**src/rtl/bus_resolver_arb_if.sv**
```systemverilog
// Agent-side inputs and consumer-side outputs of the shared bus model.
interface bus_resolver_arb_if #(
  parameter int N_AGENTS = 4,
  parameter int WIDTH    = 8,
  parameter int CNT_W    = 16
);
  logic [1:0]                mode;
  logic [N_AGENTS-1:0]       drv_en;
  logic [N_AGENTS*WIDTH-1:0] drv_data;
  logic                      clr_cnt;
  logic [WIDTH-1:0]          bus_q;
  logic [WIDTH-1:0]          z_mask;
  logic                      contention;
  logic [CNT_W-1:0]          contention_cnt;
  logic [N_AGENTS-1:0]       grant;

  modport master (
    output mode, drv_en, drv_data, clr_cnt,
    input  bus_q, z_mask, contention, contention_cnt, grant
  );

  modport slave (
    input  mode, drv_en, drv_data, clr_cnt,
    output bus_q, z_mask, contention, contention_cnt, grant
  );
endinterface

```
**src/rtl/bus_resolver_arb.sv**
```systemverilog
// Registered multi-driver bus: raw tri-state, wired-AND/OR, or round-robin
// arbitrated tri-state, with a bus keeper and a saturating contention counter.
module bus_resolver_arb #(
  parameter int N_AGENTS   = 4,
  parameter int WIDTH      = 8,
  parameter int MAX_TENURE = 2,
  parameter int CNT_W      = 16
) (
  input logic               clk,
  input logic               rst,
  bus_resolver_arb_if.slave bus_if
);

  localparam int IDX_W = $clog2(N_AGENTS);
  localparam int TEN_W = (MAX_TENURE > 1) ? $clog2(MAX_TENURE) : 1;
  localparam logic [TEN_W-1:0] TEN_MAX = TEN_W'(MAX_TENURE - 1);

  typedef enum logic [1:0] {TRI_RAW = 2'd0, WAND = 2'd1, WOR = 2'd2, TRI_ARB = 2'd3} mode_e;
  typedef enum logic {IDLE = 1'b0, GRANT = 1'b1} state_e;

  state_e              state_q, state_d;
  logic [N_AGENTS-1:0] grant_q, grant_d;
  logic [IDX_W-1:0]    rr_ptr_q, rr_ptr_d;
  logic [TEN_W-1:0]    tenure_q, tenure_d;
  logic [1:0]          mode_prev_q;
  logic [WIDTH-1:0]    bus_val_q, bus_val_d;
  logic [WIDTH-1:0]    z_mask_q, z_mask_d;
  logic                cont_q, cont_d;
  logic [CNT_W-1:0]    cnt_q, cnt_d;

  logic                any_en;
  logic [WIDTH-1:0]    and_v, or_v, conflict, undriven, keep;
  logic [WIDTH-1:0]    owner_data;
  logic [IDX_W-1:0]    owner_idx, after_owner;
  logic [N_AGENTS-1:0] others;
  logic                mode_chg;

  // First set bit of req at or after start, scanning cyclically.
  function automatic logic [IDX_W-1:0] first_from(input logic [N_AGENTS-1:0] req,
                                                  input logic [IDX_W-1:0]    start);
    logic [IDX_W-1:0] r;
    logic             found;
    int               j;
    r     = '0;
    found = 1'b0;
    for (int k = 0; k < N_AGENTS; k++) begin
      j = int'(start) + k;
      if (j >= N_AGENTS) j = j - N_AGENTS;
      if (!found && req[j]) begin
        found = 1'b1;
        r     = IDX_W'(j);
      end
    end
    return r;
  endfunction

  always_comb begin
    // NOTE: every signal written here gets a default first, so no path can leave it unassigned and infer a latch.
    any_en     = 1'b0;
    and_v      = '1;
    or_v       = '0;
    owner_data = '0;
    owner_idx  = '0;
    for (int i = 0; i < N_AGENTS; i++) begin
      if (bus_if.drv_en[i]) begin
        any_en = 1'b1;
        and_v  = and_v & bus_if.drv_data[i*WIDTH +: WIDTH];
        or_v   = or_v  | bus_if.drv_data[i*WIDTH +: WIDTH];
      end
      if (grant_q[i]) begin
        owner_data = bus_if.drv_data[i*WIDTH +: WIDTH];
        owner_idx  = IDX_W'(i);
      end
    end
  end

  // A bit conflicts when the enabled drivers disagree: their AND and OR differ.
  always_comb begin
    undriven  = {WIDTH{~any_en}};
    conflict  = any_en ? (and_v ^ or_v) : '0;
    keep      = conflict | undriven;
    bus_val_d = bus_val_q;
    z_mask_d  = undriven;
    cont_d    = 1'b0;
    case (bus_if.mode)
      TRI_RAW: begin
        bus_val_d = (bus_val_q & keep) | (or_v & ~keep);
        cont_d    = |conflict;
      end
      WAND:    if (any_en) bus_val_d = and_v;
      WOR:     if (any_en) bus_val_d = or_v;
      default: begin
        if (|grant_q) begin
          bus_val_d = owner_data;
          z_mask_d  = '0;
        end else begin
          z_mask_d  = '1;
        end
      end
    endcase

    cnt_d = cnt_q;
    if (bus_if.clr_cnt)               cnt_d = '0;
    else if (cont_d && (cnt_q != '1)) cnt_d = cnt_q + CNT_W'(1);
  end

  always_comb begin
    state_d     = state_q;
    grant_d     = grant_q;
    rr_ptr_d    = rr_ptr_q;
    tenure_d    = tenure_q;
    others      = bus_if.drv_en & ~grant_q;
    after_owner = (owner_idx == IDX_W'(N_AGENTS - 1)) ? '0 : owner_idx + IDX_W'(1);
    mode_chg    = (bus_if.mode != mode_prev_q);

    if ((bus_if.mode != TRI_ARB) || mode_chg) begin
      state_d  = IDLE;
      grant_d  = '0;
      tenure_d = '0;
    end else begin
      case (state_q)
        IDLE: begin
          if (|bus_if.drv_en) begin
            grant_d  = N_AGENTS'(1) << first_from(bus_if.drv_en, rr_ptr_q);
            state_d  = GRANT;
            tenure_d = '0;
          end
        end
        GRANT: begin
          if (!(|(bus_if.drv_en & grant_q))) begin
            grant_d  = '0;
            rr_ptr_d = after_owner;
            state_d  = IDLE;
          end else if ((tenure_q == TEN_MAX) && (|others)) begin
            grant_d  = N_AGENTS'(1) << first_from(others, after_owner);
            tenure_d = '0;
          end else if (tenure_q != TEN_MAX) begin
            tenure_d = tenure_q + TEN_W'(1);
          end
        end
      endcase
    end
  end

  always_ff @(posedge clk or posedge rst) begin
    if (rst) begin
      state_q     <= IDLE;
      grant_q     <= '0;
      rr_ptr_q    <= '0;
      tenure_q    <= '0;
      mode_prev_q <= TRI_RAW;
      bus_val_q   <= '0;
      z_mask_q    <= '1;
      cont_q      <= 1'b0;
      cnt_q       <= '0;
    end else begin
      // NOTE: non-blocking assignments so every flop samples pre-edge values regardless of statement order.
      state_q     <= state_d;
      grant_q     <= grant_d;
      rr_ptr_q    <= rr_ptr_d;
      tenure_q    <= tenure_d;
      mode_prev_q <= bus_if.mode;
      bus_val_q   <= bus_val_d;
      z_mask_q    <= z_mask_d;
      cont_q      <= cont_d;
      cnt_q       <= cnt_d;
    end
  end

  assign bus_if.bus_q          = bus_val_q;
  assign bus_if.z_mask         = z_mask_q;
  assign bus_if.contention     = cont_q;
  assign bus_if.contention_cnt = cnt_q;
  assign bus_if.grant          = grant_q;

endmodule

```
**src/flat_wrapper.sv**
```systemverilog
// flat-port wrapper written by rule: the top's interface ports become plain ports
module bus_resolver_arb_flat 
#(
  parameter int N_AGENTS   = 4,
  parameter int WIDTH      = 8,
  parameter int MAX_TENURE = 2,
  parameter int CNT_W      = 16
)
  (clk, rst, bus_if_mode, bus_if_drv_en, bus_if_drv_data, bus_if_clr_cnt, bus_if_bus_q, bus_if_z_mask, bus_if_contention, bus_if_contention_cnt, bus_if_grant);
  bus_resolver_arb_if #(.N_AGENTS(N_AGENTS), .WIDTH(WIDTH), .CNT_W(CNT_W)) bus_if_i ();
  input logic clk;
  input logic rst;
  input wire logic [$bits(bus_if_i.mode)-1:0] bus_if_mode;
  input wire logic [$bits(bus_if_i.drv_en)-1:0] bus_if_drv_en;
  input wire logic [$bits(bus_if_i.drv_data)-1:0] bus_if_drv_data;
  input wire logic [$bits(bus_if_i.clr_cnt)-1:0] bus_if_clr_cnt;
  output wire logic [$bits(bus_if_i.bus_q)-1:0] bus_if_bus_q;
  output wire logic [$bits(bus_if_i.z_mask)-1:0] bus_if_z_mask;
  output wire logic [$bits(bus_if_i.contention)-1:0] bus_if_contention;
  output wire logic [$bits(bus_if_i.contention_cnt)-1:0] bus_if_contention_cnt;
  output wire logic [$bits(bus_if_i.grant)-1:0] bus_if_grant;
  assign bus_if_i.mode = bus_if_mode;
  assign bus_if_i.drv_en = bus_if_drv_en;
  assign bus_if_i.drv_data = bus_if_drv_data;
  assign bus_if_i.clr_cnt = bus_if_clr_cnt;
  assign bus_if_bus_q = bus_if_i.bus_q;
  assign bus_if_z_mask = bus_if_i.z_mask;
  assign bus_if_contention = bus_if_i.contention;
  assign bus_if_contention_cnt = bus_if_i.contention_cnt;
  assign bus_if_grant = bus_if_i.grant;
  bus_resolver_arb #(.N_AGENTS(N_AGENTS), .WIDTH(WIDTH), .MAX_TENURE(MAX_TENURE), .CNT_W(CNT_W)) u_core (.clk(clk), .rst(rst), .bus_if(bus_if_i));
endmodule
```
**config.mk**
```make
export PLATFORM = sky130hd
export DESIGN_NAME = bus_resolver_arb_flat
export DESIGN_NICKNAME = d
export VERILOG_FILES = /design/src/rtl/bus_resolver_arb_if.sv /design/src/rtl/bus_resolver_arb.sv /design/src/flat_wrapper.sv
export SDC_FILE = /design/constraint.sdc
export NUM_CORES = 1
export LEC_CHECK = 0
export CELL_PAD_IN_SITES_DETAIL_PLACEMENT = 1
export CELL_PAD_IN_SITES_GLOBAL_PLACEMENT = 1
export CORE_MARGIN = 5
export CORE_UTILIZATION = 30
export CTS_CLUSTER_SIZE = 40
export DETAILED_ROUTE_END_ITERATION = 16
export GPL_TIMING_DRIVEN = 0
export HOLD_SLACK_MARGIN = 0.03
export PLACE_DENSITY = 0.66
export RECOVER_POWER = 25
export SETUP_SLACK_MARGIN = 0.15
export SKIP_LAST_GASP = 1
export SLEW_MARGIN = 10
export SYNTH_ARGS = -nofsm -noshare
export SYNTH_HDL_FRONTEND = slang
export SYNTH_SLANG_ARGS = --single-unit
```
**constraint.sdc**
```tcl
create_clock -name clk -period 6.29 [get_ports clk]
set_input_delay 1.887 -clock clk [delete_from_list [all_inputs] [get_ports clk]]
set_output_delay 1.887 -clock clk [all_outputs]
set_load 0.005 [all_outputs]
```
==> metrics.txt <==
leftover overflow at the end of global routing 0; number of nets at the end of the flow 558; Die Footprint 13480 µm²; number of maximum-capacitance violations 0; Worst R2R End u_core.bus_if.contention_cnt[9]; root buffer cell clkbuf_16; worst rel slew slack 5.279%; register-to-register setup slack 3670 ps; clock latency reported for the late side of the worst-skew pair 290 ps; capturing element of the worst setup path u_core.bus_if.contention_cnt[8]; type of the worst min-delay path flip-flop to flip-flop; number of vias per cell after detailed routing 5.839; number of flops mapped to enable cells by yosys 0; synthesized netlist net count 476; synthesis-stage register bit count 36; cell area after synthesis 3378 µm²; y dimension of the die 116.1 µm; leading cell types in the layout, fill and taps excluded clkdlybuf4s50_1, nand2_1, dfrtp_1, nor2_1, o21ai_0; detail-routed net length per standard cell 21.11 µm; type of origin of the critical path input port; actual slew at the worst max-slew pin 1419 ps; category of the critical setup timing path input port to flip-flop; global-route wire length before repair 21.11 mm; sequential-to-total area share from yosys stat 26.70%; buffers added on ports 75; most common cell after layout, fill and taps aside clkdlybuf4s50_1; synthesized area divided by synthesized cell count 7.856 µm²; Critical Path AT 4940 ps; maximum number of buffers from clock root to sink 2; cell count after synthesis 430; proportion of synthesized flip-flops having asynchronous set or reset 100.0%; final clock skew 9.781 ps; number of buffers created by CTS 5; overall power 778.8 µW; outcome finished, final reports clean; power density cells 174.0 nW/µm²; layout cell share with drive strength beyond 1 8.187%; clock tree from TritonCTS built; number of unique standard cell types used by synthesis 58; Tcrit/Tclk final 75.75%; number of sinks handled by clock tree synthesis 36; die width 116.1 µm; launch point of the worst reg-to-reg path u_core.bus_if.contention_cnt[3]; Antenna Nets Post-Route 0; Layout area overhead 32.48%; vias in the first global route 3896; quantity of gates resized following cts 0; Worst Setup End Kind flip-flop; count of vias placed by the detailed router 3813; number of optimization iterations in the first detailed-route pass 6; aggregate routed wire length 13.79 mm; Main synth FF type dfrtp_1; Max IR drop VDD 108.5 µV; post-CTS setup buffer count 0; antenna diode instance count 0; Worst setup startpoint bus_if_drv_en[2]; number of buffers inserted for hold repair after clock tree synthesis 0; floorplan core area 10940 µm²; Crit path required time 6470 ps; Final Max Tran Viols 0; FF-to-FF path depth 7; clock-pin slew of the registers on the worst-case setup and hold paths 70 ps; Warnings, synthesis 0; static leakage 0.001702 µW; top-level port count 78; DRC violation total after the first TritonRoute iteration 319; number of antenna violations at the first check in global routing 0; Final Core Density 40.93%; Total Neg Setup Slack 0 ps; Finish-stage setup viols 0; Routability Congestion 0.9173; number of H-tree levels 2; highest achievable clock rate 0.2099 GHz; setup repair after global routing missed its margin no; maximum fanout along the worst path 10; Hold Fails Final Rpt 0; floorplan row count 38; post-layout minimum cycle time 4765 ps; DRC Markers 0; maximum number of pins on one net before global-route repair 37; half-perimeter wire length of the detailed placement result 10.53 mm; GRT Overall Usage 19.98%; effective utilization at floorplan 30.89%
## registers in the layout, summed over array words and instances (netlist names)
register,flops
u_core.bus_if.contention_cnt,16
u_core.bus_if.grant,4
u_core.rr_ptr_q,2
u_core.tenure_q,1
u_core.bus_if.bus_q,8
u_core.state_q,1
u_core.mode_prev_q,2
u_core.bus_if.contention,1
u_core.bus_if.z_mask,1
## final cells by class
type                    count  area [µm²]
flip-flops and latches     36       902.1
clock inverters             3       46.29
repair buffers             75       750.7
well taps                 140       175.2
fillers                  1328        6460
inverters                  17       63.81
clock buffers               5       125.1
plain buffers              34       183.9
multi-input cells         343        2228
## report_power, final
part           switching (µW)  internal, µW
clock                     106           188
combinational             116           108
sequential               14.3           246
total                     236           542
## worst max-delay path, cell delays in order
cell	delay, ps
clkdlybuf4s50_1	570
buf_2	280
nor4_1	920
nor4_1	160
nand4_1	200
nor4_4	80
buf_6	160
nor4b_2	350
mux2_4	330
## Yosys cell counts, types with 8 or more instances
library cell / n / area, µm²
a22oi_1: 10 / 75.07
nor2b_1: 12 / 75.07
nand3_1: 14 / 70.07
a221oi_1: 10 / 87.58
nand2b_1: 25 / 156.4
a222oi_1: 16 / 160.2
dfrtp_1: 35 / 875.8
nor2_1: 31 / 116.4
clkbuf_1: 13 / 48.80
inv_1: 15 / 56.30
a21oi_1: 26 / 130.1
maj3_1: 8 / 80.08
a32o_1: 8 / 80.08
o21ai_0: 28 / 140.1
nand2_1: 63 / 236.5
## logic make-up (layout without fill, tap and decap cells)
family	Yosys count	in the layout	share of synthesized area [%]
xor+xnor	2	2	0.5186
simple gates	181	181	27.63
mux	13	13	5.000
buf+inv	51	134	7.333
flops	36	36	26.70
compound gates	134	134	28.59
fa+ha+maj	13	13	4.222
## stage by stage
step	setup WS, ps	hold slack (ps)	std cells	instance area [µm²]
after floorplan	2455	497.1	430	3378
after global placement	1239	510.7	645	4304
after detailed placement	1232	526.8	645	4304
after CTS	1520	535.5	653	4476
after global routing	1317	560.4	653	4476
final	1525	528.8	653	4476
## worst min-delay path by stage
| stage | from | to | slack (ps) | depth (start not counted) |
|---|---|---|---|---|
| after detailed placement | u_core.bus_if.bus_q[5] | u_core.bus_if.bus_q[5] | 530 | 2 |
| after global routing | u_core.bus_if.bus_q[1] | u_core.bus_if.bus_q[1] | 560 | 2 |
| after global placement | u_core.bus_if.bus_q[0] | u_core.bus_if.bus_q[0] | 510 | 2 |
| final | u_core.bus_if.bus_q[5] | u_core.bus_if.bus_q[5] | 530 | 2 |
| after floorplan | u_core.tenure_q | u_core.tenure_q | 500 | 2 |
| after CTS | u_core.bus_if.bus_q[5] | u_core.bus_if.bus_q[5] | 540 | 2 |
## layer usage
layer  share of wire, %  GRT usage, %  vias up
met1                 43         25.55     1866
met2                 47         32.87      135
met5                  0             0        -
met3                6.4         3.523       33
met4                3.9         9.203        0
li1                   -             -     1779
Power figures use the tool's default switching activity.
